$ cat src/rtl/rv32i_types.sv
// Shared RV32I types for the load/store queue: funct3 width codes, queue entry layout and FSM states.
package rv32i_types;

  localparam int LSQ_ROB_W  = 5;
  localparam int LSQ_PREG_W = 6;

  typedef enum logic [2:0] {
    LB  = 3'b000,
    LH  = 3'b001,
    LW  = 3'b010,
    LBU = 3'b100,
    LHU = 3'b101
  } load_funct3_t;

  typedef enum logic [2:0] {
    SB = 3'b000,
    SH = 3'b001,
    SW = 3'b010
  } store_funct3_t;

  typedef struct packed {
    logic                  valid;
    logic                  is_store;
    logic [2:0]            funct3;
    logic [LSQ_ROB_W-1:0]  rob_idx;
    logic [LSQ_PREG_W-1:0] pd;
    logic [31:0]           addr;
    logic [31:0]           wdata;
    logic                  addr_rdy;
    logic                  committed;
  } lsq_entry_t;

  typedef enum logic [1:0] {
    IDLE      = 2'd0,
    LD_WAIT   = 2'd1,
    ST_SETTLE = 2'd2
  } lsq_state_t;

endpackage

$ cat src/rtl/lsq_align.sv
// Byte-lane alignment for the LSQ head: access mask, store data shift, load data shift and extend.
module lsq_align
  import rv32i_types::*;
(
  input  logic [2:0]  funct3,
  input  logic [1:0]  off,
  input  logic [31:0] wdata,
  input  logic [31:0] rdata,
  output logic [3:0]  mask,
  output logic [31:0] sdata,
  output logic [31:0] ldata
);

  logic [31:0] shifted_s;

  assign sdata     = wdata << {off, 3'b000};
  assign shifted_s = rdata >> {off, 3'b000};

  // Byte mask; store codes share the low bits of the load codes, and misaligned lanes simply fall off the top.
  always_comb begin
    mask = 4'b0000;
    case (funct3)
      LB, LBU: mask = 4'b0001 << off;
      LH, LHU: mask = 4'b0011 << off;
      LW:      mask = 4'b1111;
      default: mask = 4'b0000;
    endcase
  end

  // Load result extension
  always_comb begin
    ldata = shifted_s;
    case (funct3)
      LB:      ldata = {{24{shifted_s[7]}}, shifted_s[7:0]};
      LH:      ldata = {{16{shifted_s[15]}}, shifted_s[15:0]};
      LBU:     ldata = {24'h000000, shifted_s[7:0]};
      LHU:     ldata = {16'h0000, shifted_s[15:0]};
      default: ldata = shifted_s;
    endcase
  end

endmodule

$ cat src/rtl/load_store_queue.sv
// In-order load/store queue feeding memory_unit; optional LSQ_PERF_EN adds saturating activity counters.
module load_store_queue
  import rv32i_types::*;
#(
  parameter int DEPTH     = 16,
  parameter int PTR_LEN   = $clog2(DEPTH) + 1,
  parameter int ROB_IDX_W = LSQ_ROB_W,
  parameter int PREG_W    = LSQ_PREG_W
) (
  input  logic                 clk,
  input  logic                 rst,
  input  logic                 flush,
  input  logic                 disp_valid,
  input  logic                 disp_is_store,
  input  logic [2:0]           disp_funct3,
  input  logic [ROB_IDX_W-1:0] disp_rob_idx,
  input  logic [PREG_W-1:0]    disp_pd,
  output logic                 lsq_full,
  input  logic                 agu_valid,
  input  logic [ROB_IDX_W-1:0] agu_rob_idx,
  input  logic [31:0]          agu_addr,
  input  logic [31:0]          agu_wdata,
  input  logic                 commit_valid,
  input  logic [ROB_IDX_W-1:0] commit_rob_idx,
  output logic                 mem_read,
  output logic [31:0]          mem_addr,
  output logic [3:0]           mem_rmask,
  input  logic [31:0]          mem_rdata,
  input  logic                 mem_ready,
  input  logic                 mem_free,
  output logic                 mem_write,
  output logic [31:0]          sb_addr,
  output logic [31:0]          sb_wdata,
  output logic [3:0]           sb_wmask,
  output logic                 cdb_valid,
  output logic [ROB_IDX_W-1:0] cdb_rob_idx,
  output logic [PREG_W-1:0]    cdb_pd,
  output logic [31:0]          cdb_data,
  output logic                 st_done_valid,
  output logic [ROB_IDX_W-1:0] st_done_rob_idx
`ifdef LSQ_PERF_EN
  ,
  output logic [31:0]          perf_loads,
  output logic [31:0]          perf_stores,
  output logic [31:0]          perf_stall_cycles
`endif
);

  localparam int IDX_W = PTR_LEN - 1;
  localparam logic [PTR_LEN-1:0] PTR_ONE = {{(PTR_LEN-1){1'b0}}, 1'b1};

  lsq_entry_t         q_r [DEPTH];
  logic [PTR_LEN-1:0] head_r, tail_r;
  lsq_state_t         state_r, state_n;
  logic               settle_cnt_r, settle_cnt_n;

  logic [IDX_W-1:0] head_idx_s, tail_idx_s;
  lsq_entry_t       head_s;
  logic             full_s, empty_s, head_ready_s;
  logic             issue_ld_s, issue_st_s, ld_done_s, pop_s, enq_s, st_fill_s;
  logic [3:0]       mask_s;
  logic [31:0]      sdata_s, ldata_s;

  assign head_idx_s   = head_r[IDX_W-1:0];
  assign tail_idx_s   = tail_r[IDX_W-1:0];
  assign full_s       = (head_idx_s == tail_idx_s) && (head_r[PTR_LEN-1] != tail_r[PTR_LEN-1]);
  assign empty_s      = (head_r == tail_r);
  assign head_s       = q_r[head_idx_s];
  assign head_ready_s = !empty_s && head_s.valid && head_s.addr_rdy;
  assign pop_s        = issue_st_s | ld_done_s;
  assign enq_s        = disp_valid && (!full_s || pop_s);
  assign lsq_full     = full_s;

  lsq_align u_align (
    .funct3 (head_s.funct3),
    .off    (head_s.addr[1:0]),
    .wdata  (head_s.wdata),
    .rdata  (mem_rdata),
    .mask   (mask_s),
    .sdata  (sdata_s),
    .ldata  (ldata_s)
  );

  // Any valid store picking up its address this cycle reports store-ready next cycle
  always_comb begin
    st_fill_s = 1'b0;
    for (int i = 0; i < DEPTH; i++) begin
      st_fill_s = st_fill_s | (agu_valid && q_r[i].valid && q_r[i].is_store &&
                               (q_r[i].rob_idx == agu_rob_idx));
    end
  end

  // FSM state register
  always_ff @(posedge clk) begin
    if (rst || flush) begin
      state_r      <= IDLE;
      settle_cnt_r <= 1'b0;
    end else begin
      state_r      <= state_n;
      settle_cnt_r <= settle_cnt_n;
    end
  end

  // FSM next state and issue decisions
  always_comb begin
    state_n      = state_r;
    settle_cnt_n = settle_cnt_r;
    issue_ld_s   = 1'b0;
    issue_st_s   = 1'b0;
    ld_done_s    = 1'b0;
    case (state_r)
      IDLE: begin
        if (head_ready_s && mem_free && !head_s.is_store) begin
          issue_ld_s = 1'b1;
          state_n    = LD_WAIT;
        end else if (head_ready_s && mem_free && head_s.is_store && head_s.committed) begin
          issue_st_s   = 1'b1;
          settle_cnt_n = 1'b0;
          state_n      = ST_SETTLE;
        end else begin
          state_n = IDLE;
        end
      end
      LD_WAIT: begin
        if (mem_ready) begin
          ld_done_s = 1'b1;
          state_n   = IDLE;
        end else begin
          state_n = LD_WAIT;
        end
      end
      // Gives memory_unit's registered mem_free time to drop after our push
      ST_SETTLE: begin
        if (settle_cnt_r) begin
          settle_cnt_n = 1'b0;
          state_n      = IDLE;
        end else begin
          settle_cnt_n = 1'b1;
          state_n      = ST_SETTLE;
        end
      end
      default: begin
        settle_cnt_n = 1'b0;
        state_n      = IDLE;
      end
    endcase
  end

  // Queue storage and pointers; an enqueue into the slot being popped wins
  always_ff @(posedge clk) begin
    if (rst || flush) begin
      head_r <= '0;
      tail_r <= '0;
      for (int i = 0; i < DEPTH; i++) begin
        q_r[i].valid     <= 1'b0;
        q_r[i].addr_rdy  <= 1'b0;
        q_r[i].committed <= 1'b0;
      end
    end else begin
      for (int i = 0; i < DEPTH; i++) begin
        if (agu_valid && q_r[i].valid && (q_r[i].rob_idx == agu_rob_idx)) begin
          q_r[i].addr     <= agu_addr;
          q_r[i].wdata    <= agu_wdata;
          q_r[i].addr_rdy <= 1'b1;
        end
        if (commit_valid && q_r[i].valid && q_r[i].is_store &&
            (q_r[i].rob_idx == commit_rob_idx)) begin
          q_r[i].committed <= 1'b1;
        end
      end
      if (pop_s) begin
        q_r[head_idx_s].valid <= 1'b0;
        head_r                <= head_r + PTR_ONE;
      end
      if (enq_s) begin
        q_r[tail_idx_s] <= '{valid: 1'b1, is_store: disp_is_store, funct3: disp_funct3,
                             rob_idx: disp_rob_idx, pd: disp_pd, addr: 32'h0000_0000,
                             wdata: 32'h0000_0000, addr_rdy: 1'b0, committed: 1'b0};
        tail_r          <= tail_r + PTR_ONE;
      end
    end
  end

  // Registered memory, CDB and store-ready outputs
  always_ff @(posedge clk) begin
    if (rst || flush) begin
      mem_read        <= 1'b0;
      mem_addr        <= 32'h0000_0000;
      mem_rmask       <= 4'b0000;
      mem_write       <= 1'b0;
      sb_addr         <= 32'h0000_0000;
      sb_wdata        <= 32'h0000_0000;
      sb_wmask        <= 4'b0000;
      cdb_valid       <= 1'b0;
      cdb_rob_idx     <= '0;
      cdb_pd          <= '0;
      cdb_data        <= 32'h0000_0000;
      st_done_valid   <= 1'b0;
      st_done_rob_idx <= '0;
    end else begin
      mem_write     <= issue_st_s;
      cdb_valid     <= ld_done_s;
      st_done_valid <= st_fill_s;
      if (st_fill_s) begin
        st_done_rob_idx <= agu_rob_idx;
      end
      if (issue_ld_s) begin
        mem_read  <= 1'b1;
        mem_addr  <= {head_s.addr[31:2], 2'b00};
        mem_rmask <= mask_s;
      end else if (ld_done_s) begin
        mem_read  <= 1'b0;
        mem_addr  <= 32'h0000_0000;
        mem_rmask <= 4'b0000;
      end
      if (issue_st_s) begin
        sb_addr  <= {head_s.addr[31:2], 2'b00};
        sb_wdata <= sdata_s;
        sb_wmask <= mask_s;
      end
      if (ld_done_s) begin
        cdb_rob_idx <= head_s.rob_idx;
        cdb_pd      <= head_s.pd;
        cdb_data    <= ldata_s;
      end
    end
  end

`ifdef LSQ_PERF_EN
  // Saturating activity counters; they survive flush
  always_ff @(posedge clk) begin
    if (rst) begin
      perf_loads        <= 32'h0000_0000;
      perf_stores       <= 32'h0000_0000;
      perf_stall_cycles <= 32'h0000_0000;
    end else begin
      if (issue_ld_s && !flush && (perf_loads != 32'hFFFF_FFFF)) begin
        perf_loads <= perf_loads + 32'd1;
      end
      if (issue_st_s && !flush && (perf_stores != 32'hFFFF_FFFF)) begin
        perf_stores <= perf_stores + 32'd1;
      end
      if (head_ready_s && !mem_free && (perf_stall_cycles != 32'hFFFF_FFFF)) begin
        perf_stall_cycles <= perf_stall_cycles + 32'd1;
      end
    end
  end
`endif

endmodule

$ cat config.mk
export PLATFORM = sky130hd
export DESIGN_NAME = load_store_queue
export DESIGN_NICKNAME = d
export VERILOG_FILES = /design/src/rtl/rv32i_types.sv /design/src/rtl/lsq_align.sv /design/src/rtl/load_store_queue.sv
export SDC_FILE = /design/constraint.sdc
export NUM_CORES = 2
export LEC_CHECK = 0
export BUFFER_PORTS_ARGS = -buffer_cell sky130_fd_sc_hd__buf_2
export CAP_MARGIN = 0
export CORE_UTILIZATION = 35
export DETAILED_ROUTE_END_ITERATION = 7
export GPL_TIMING_DRIVEN = 0
export MAX_ROUTING_LAYER = met4
export SYNTH_ARGS = -nofsm -noshare
export SYNTH_HDL_FRONTEND = slang
export SYNTH_HIERARCHICAL = 1
export SYNTH_SLANG_ARGS = --single-unit
$ cat constraint.sdc
create_clock -name clk -period 10.6 [get_ports clk]
set_input_delay 0 -clock clk [delete_from_list [all_inputs] [get_ports clk]]
set_output_delay 0 -clock clk [all_outputs]
set_load 0.05 [all_outputs]
* Yosys cells after proc, flatten, opt, wreduce, memory -nomap -nowiden
Memory sizes are Yosys's and may differ from the RTL's. A register that Yosys moved wholly into a read port is not among the register bits.
Cells that the tools add are included.
** Word-level totals
- Bits of input ports :: 129
- Memories :: 1
- Bits in writable memories :: 1312
- Word-level logic and storage cells :: 409
- Output and inout bits :: 157
- Register bits :: 165
** Memories
- q_r :: depth 16, width 82, rd ports 17, clocked after memory_dff 1, write ports 18, RTL line load_store_queue.sv:52 : lsq_entry_t q_r [DEPTH];
** Operators by class
- Reductions and logical operators :: 131
- Shift-type cells :: 4
- Muxes and demuxes :: 162
- Bitwise operators :: 49
- Add/subtract/negate cells :: 2
- Equality and inequality tests :: 43
** Operators with widths (number)
- == test 5 bit :: 33
- 2-to-1 mux 1 bit :: 149
- one-hot mux 32 bit (4 select lines) :: 1
- logical AND 1 bit :: 120
- 2-to-1 mux 32 bit :: 2
- OR 1 bit :: 48
- << shifter 32 x 5 -> 32 bit :: 1
- right shift 32 x 5 -> 32 bit :: 1
- 2-to-1 mux 4 bit :: 4
- one-hot mux 4 bit (3 select lines) :: 1
- adder 5 x 1 -> 5 bit (second input constant) :: 2
- == test 3 bit (second input constant) :: 2
- 2-to-1 mux 2 bit :: 3
- one-hot mux 2 bit (3 select lines) :: 1
- == test 4 bit :: 1
- inequality test 2 bit (second input constant) :: 2
- OR reduction 2 bit :: 2
- << shifter 1 x 2 -> 4 bit (first input constant) :: 1
- << shifter 2 x 2 -> 4 bit (first input constant) :: 1
- == test 3 x 1 -> 1 bit (second input constant) :: 1
- == test 3 x 2 -> 1 bit (second input constant) :: 1
- logical NOT 1 bit :: 3
- logical NOT 3 bit :: 1
- one-hot mux 1 bit (3 select lines) :: 1
- 8 further kinds :: 9

* Depth between registers and ports, before layout
An unclocked memory read counts as a cell.
- Depth in word-level cells :: 19
- Gate-level depth with buffers :: 15
- Depth with buffers taken out :: 7

* Cells and area by module
Netlist, hierarchy kept.
** Modules (own cells, without submodules)
- load_store_queue :: sequential area each 32050.7 µm², cells each 6482, area each 61979.4 µm², instances 1
- lsq_align :: sequential area each 0.0 µm², cells each 212, area each 1448.9 µm², instances 1

* Least setup slack after synthesis
OpenSTA, ideal clock, no wires.
- Path type :: register to register
- Start :: register with a tool-made name
- End :: register cdb_data[22]
- Required time :: 10.468 ns
- Arrival :: 4.202 ns
- Path buffers :: 7
- Stages on the path, launching flop included :: 15
- Period minus slack after synthesis :: 4.334 ns
- Path slack :: 6.266 ns
- Library setup time :: 0.132 ns
- Cell sequence :: dfxtp_1 -> buf_2 -> clkbuf_1 -> buf_2 -> buf_1 -> buf_1 -> mux4_2 -> mux4_2 -> buf_6 -> mux2_4 -> a32oi_4 -> buf_8 -> o211ai_2 -> nand2_1 -> a21oi_1
** RTL lines
- end signal, assigned :: RTL line load_store_queue.sv:224 : cdb_data <= ldata_s;
- end, declared :: RTL line load_store_queue.sv:38 : output logic [31:0] cdb_data,

==> flow_summary.yaml <==
timing:
  timing.final.crit_period_ns: 7.81
  setup_violations: 0
  finalSetupTns_ns: 0
  relSlewSlack_pct: -6.74
  max_clock_freq_mhz: 128
  hold_viol_final: 0
  period_share_pct: 73.7
  rsz0062_at_grt: "no"
  final-max-slew-violation-count: 40
  worstMarginPinSlew_ns: 1.60
  clock-skew-final_ns: 0.0459
setup_path:
  crit_top_cell: "clkbuf_1"
  crit_path_start_kind: "register"
  slowest_stage: "clkbuf_1"
  crit_type: "reg -> reg"
  path_cells: "buf_2 > clkbuf_1 > clkbuf_1 > buf_2 > clkbuf_1 > mux4_2 > mux4_2 > buf_6 > mux2_4 > dlygate4sd3_1 > a32oi_4 > buf_8 > o211ai_2 > dlygate4sd3_1 > nand2_1 > a21oi_1"
  end_kind: "register"
  arrival_ns: 8.49
  cp_max_fo: 10
  cp.required_ns: 11.28
  max_stage_delay_ns: 0.93
floorplan:
  die_x_um: 428
  io_pins: 286
  core_area_um2: 179000
  row_count: 155
  die_y_um: 428
  die-area_um2: 183000
  start_util_pct: 35.4
pwr:
  p_leak_nw: 25.1
  finalPower_mw: 11.7
  vdd_ir_drop_max_uv: 160
  p_per_area_nw_per_um2: 156
synthesis:
  yosysUniqueCellTypes: 58
  synthesis.area_um2: 63400
  synth_ff_type: "dfxtp_1"
  netlist_instances: 6694
  syn_avg_cell_area_um2: 9.48
  ys_seq_area_share_pct: 50.5
  synth_edf_count: 240
  ys_warn_count: 6
  synthArstFlopShare_pct: 0
  synth_seq_cells: 1481
drt:
  ant_nets: 0
  dr_wl_met2_um: 116000
  viasPerCell: 5.56
  wl_um: 249000
  maxUsedRoutingLayer: "met4"
  wl_met1_um: 94400
  dr.pass1.iters: 7
  wl_per_cell_um: 25.5
  met3WireLength_um: 22600
  drc: 0
  vias: 54399
  drt-initial-drc-count: 6581
min_path:
  min_path_type: "in -> reg"
clock_tree:
  cts_tree: "yes"
  cts_buffers: 152
  clock_latency_ns: 0.82
  ctsResizeCount: 0
  clk_path_buf_depth: 3
  clkSlewWorstSetupHoldPaths_ns: 0.07
  cts.sinks: 1481
  cts_max_level: 4
  postCtsSetupRepairBufs: 0
  root_buffer: "clkbuf_16"
final_layout:
  nets: 7404
  layout-drive-gt1-share_pct: 14.8
  area_delta_synth_final_pct: 18.2
  fill_cells: 17412
grt:
  grt_use_total_pct: 27.4
  grt_pass1_wl_um: 355000
  first_global_vias: 51637
  antenna_found_initial: 40
  grt_max_degree: 25
  overflow: 0
place:
  dp_hpwl_um: 183000
  port-buffer-count: 205
  gp_congestion: 0.983
flow_run:
  maxCapViolations: 5
status:
  failed_checks: "capacitance limit, slew limit"
  run_status: "finished, violations left"
==> cells in the mapped netlist, drive strengths merged, types with 38 or more instances <==
cell	number	area (µm²)
mux2i	95	951
xnor2	91	797
nand2	2255	8460
dfxtp	1241	24800
a21oi	1134	5690
o21ai	39	199
nor3	40	210
mux4	400	9010
clkbuf	504	1890
nor4	49	347
nand3b	38	285
nor2	139	522
buf	129	629
xor2	82	718
edfxtp	240	7210
==> flip-flops by register name (all words and copies together) (netlist names), 5 cells and up, named ones only <==
name,flops
cdb_data,32
q_r,1312
sb_addr,30
cdb_pd,6
sb_wdata,32
head_r,5
tail_r,5
st_done_rob_idx,5
cdb_rob_idx,5
mem_addr,30
==> per-stage QoR <==
step / utilization (%) / cell area [µm²] / hold slack, ns / instances / worst slack, ns
2_1_floorplan: - / 63400 / 0.0989 / 6697 / 6.27
3_3_place_gp: 37.6 / 67400 / 0.347 / 9257 / 3.09
3_5_place_dp: 38.0 / 68200 / 0.367 / 9317 / 3.97
4_1_cts: 41.8 / 74900 / 0.00628 / 9742 / 2.96
5_1_grt: 41.8 / 74900 / 0.0907 / 9765 / 2.75
6_report: 41.8 / 75000 / 0.0749 / 9777 / 2.79
==> power breakdown <==
group | total, mW | internal [mW] | switching [mW]
combinational | 0.326 | 0.102 | 0.224
clock | 5.64 | 3.23 | 2.42
sequential | 5.71 | 5.71 | 0.00326
==> timing repair <==
item	CTS	global route
hold endpoints to repair	1265	0
setup endpoints to repair	0	0
hold buffers	150	0
==> layer usage <==
layer / vias to the layer above / GRT usage, %
li1: 24096 / -
met1: 26746 / 32.5
met2: 2890 / 43.1
met3: 667 / 5.43
met4: 0 / 16.3
met5: - / -
==> worst max-delay path, delay by kind of cell (launching register included) <==
kind	cells	cell delay [ns]
buffers and inverters	9	5.16
muxes	3	1.58
and+or+nand+nor	1	0.06
DFF	1	0.30
AOI/OAI and AO/OA	3	0.54
==> area by class of cell <==
cell class	count	area [µm²]	area share, %
inverters	20	75.1	0.100
multi-input cells	4563	28900	38.6
clock inverters	59	749	1.00
plain buffers	633	2550	3.40
repair buffers	416	3150	4.20
clock buffers	216	4430	5.91
diodes	34	85.1	0.113
flip-flops and latches	1481	32100	42.8
well taps	2355	2950	3.93
==> layout by cell type, fill, tap and decap left out, types with 20 or more instances in the layout <==
master         netlist  routed
a21oi_1           1133    1133
buf_1               43      40
buf_2               77     285
buf_4                6      52
clkbuf_1           504     517
clkbuf_16            0     159
clkbuf_2             0      20
clkbuf_8             0      24
clkinv_2             0      25
dfxtp_1           1241    1241
diode_2              0      34
dlygate4sd3_1        0     150
edfxtp_1           240     240
mux2i_1             95      95
mux4_2             400     400
nand2_1           2255    2253
nand3_1             22      21
nand3b_1            38      38
nand4_1             30      30
nor2_1             139     139
nor3_1              38      37
nor4_1              44      27
nor4_2               4      20
o21ai_0             38      38
xnor2_1             91      91
xor2_1              82      82
==> path summary, 6_finish.rpt <==
| path | from | to | slack [ns] | cells after the start |
|---|---|---|---|---|
| min reg2reg | q_r[0][41]$_SDFFE_PP0P_ | q_r[0][41]$_SDFFE_PP0P_ | 0.45 | 2 |
| max reg2reg | register | cdb_data[25]$_SDFFE_PN0P_ | 2.79 | 16 |
| min | commit_rob_idx[1] | q_r[1][0]$_SDFFE_PP0P_ | 0.07 | 5 |
| max | register | cdb_data[25]$_SDFFE_PN0P_ | 2.79 | 16 |
==> logic make-up (layout without fill, tap and decap cells) <==
family | Yosys count | in the layout | share of synthesized area [%]
multiplexers | 512 | 512 | 16.0
AND/OR/NAND/NOR | 2621 | 2621 | 16.5
other | 1 | 38 | 0.00591
XOR/XNOR | 173 | 173 | 2.39
adder cells (fa/ha/maj) | 8 | 8 | 0.158
AO/OA/AOI/OAI | 1245 | 1245 | 10.3
flip-flops | 1481 | 1481 | 50.5
buffers and inverters | 653 | 1344 | 4.09
(Power assumes the default switching activity.)
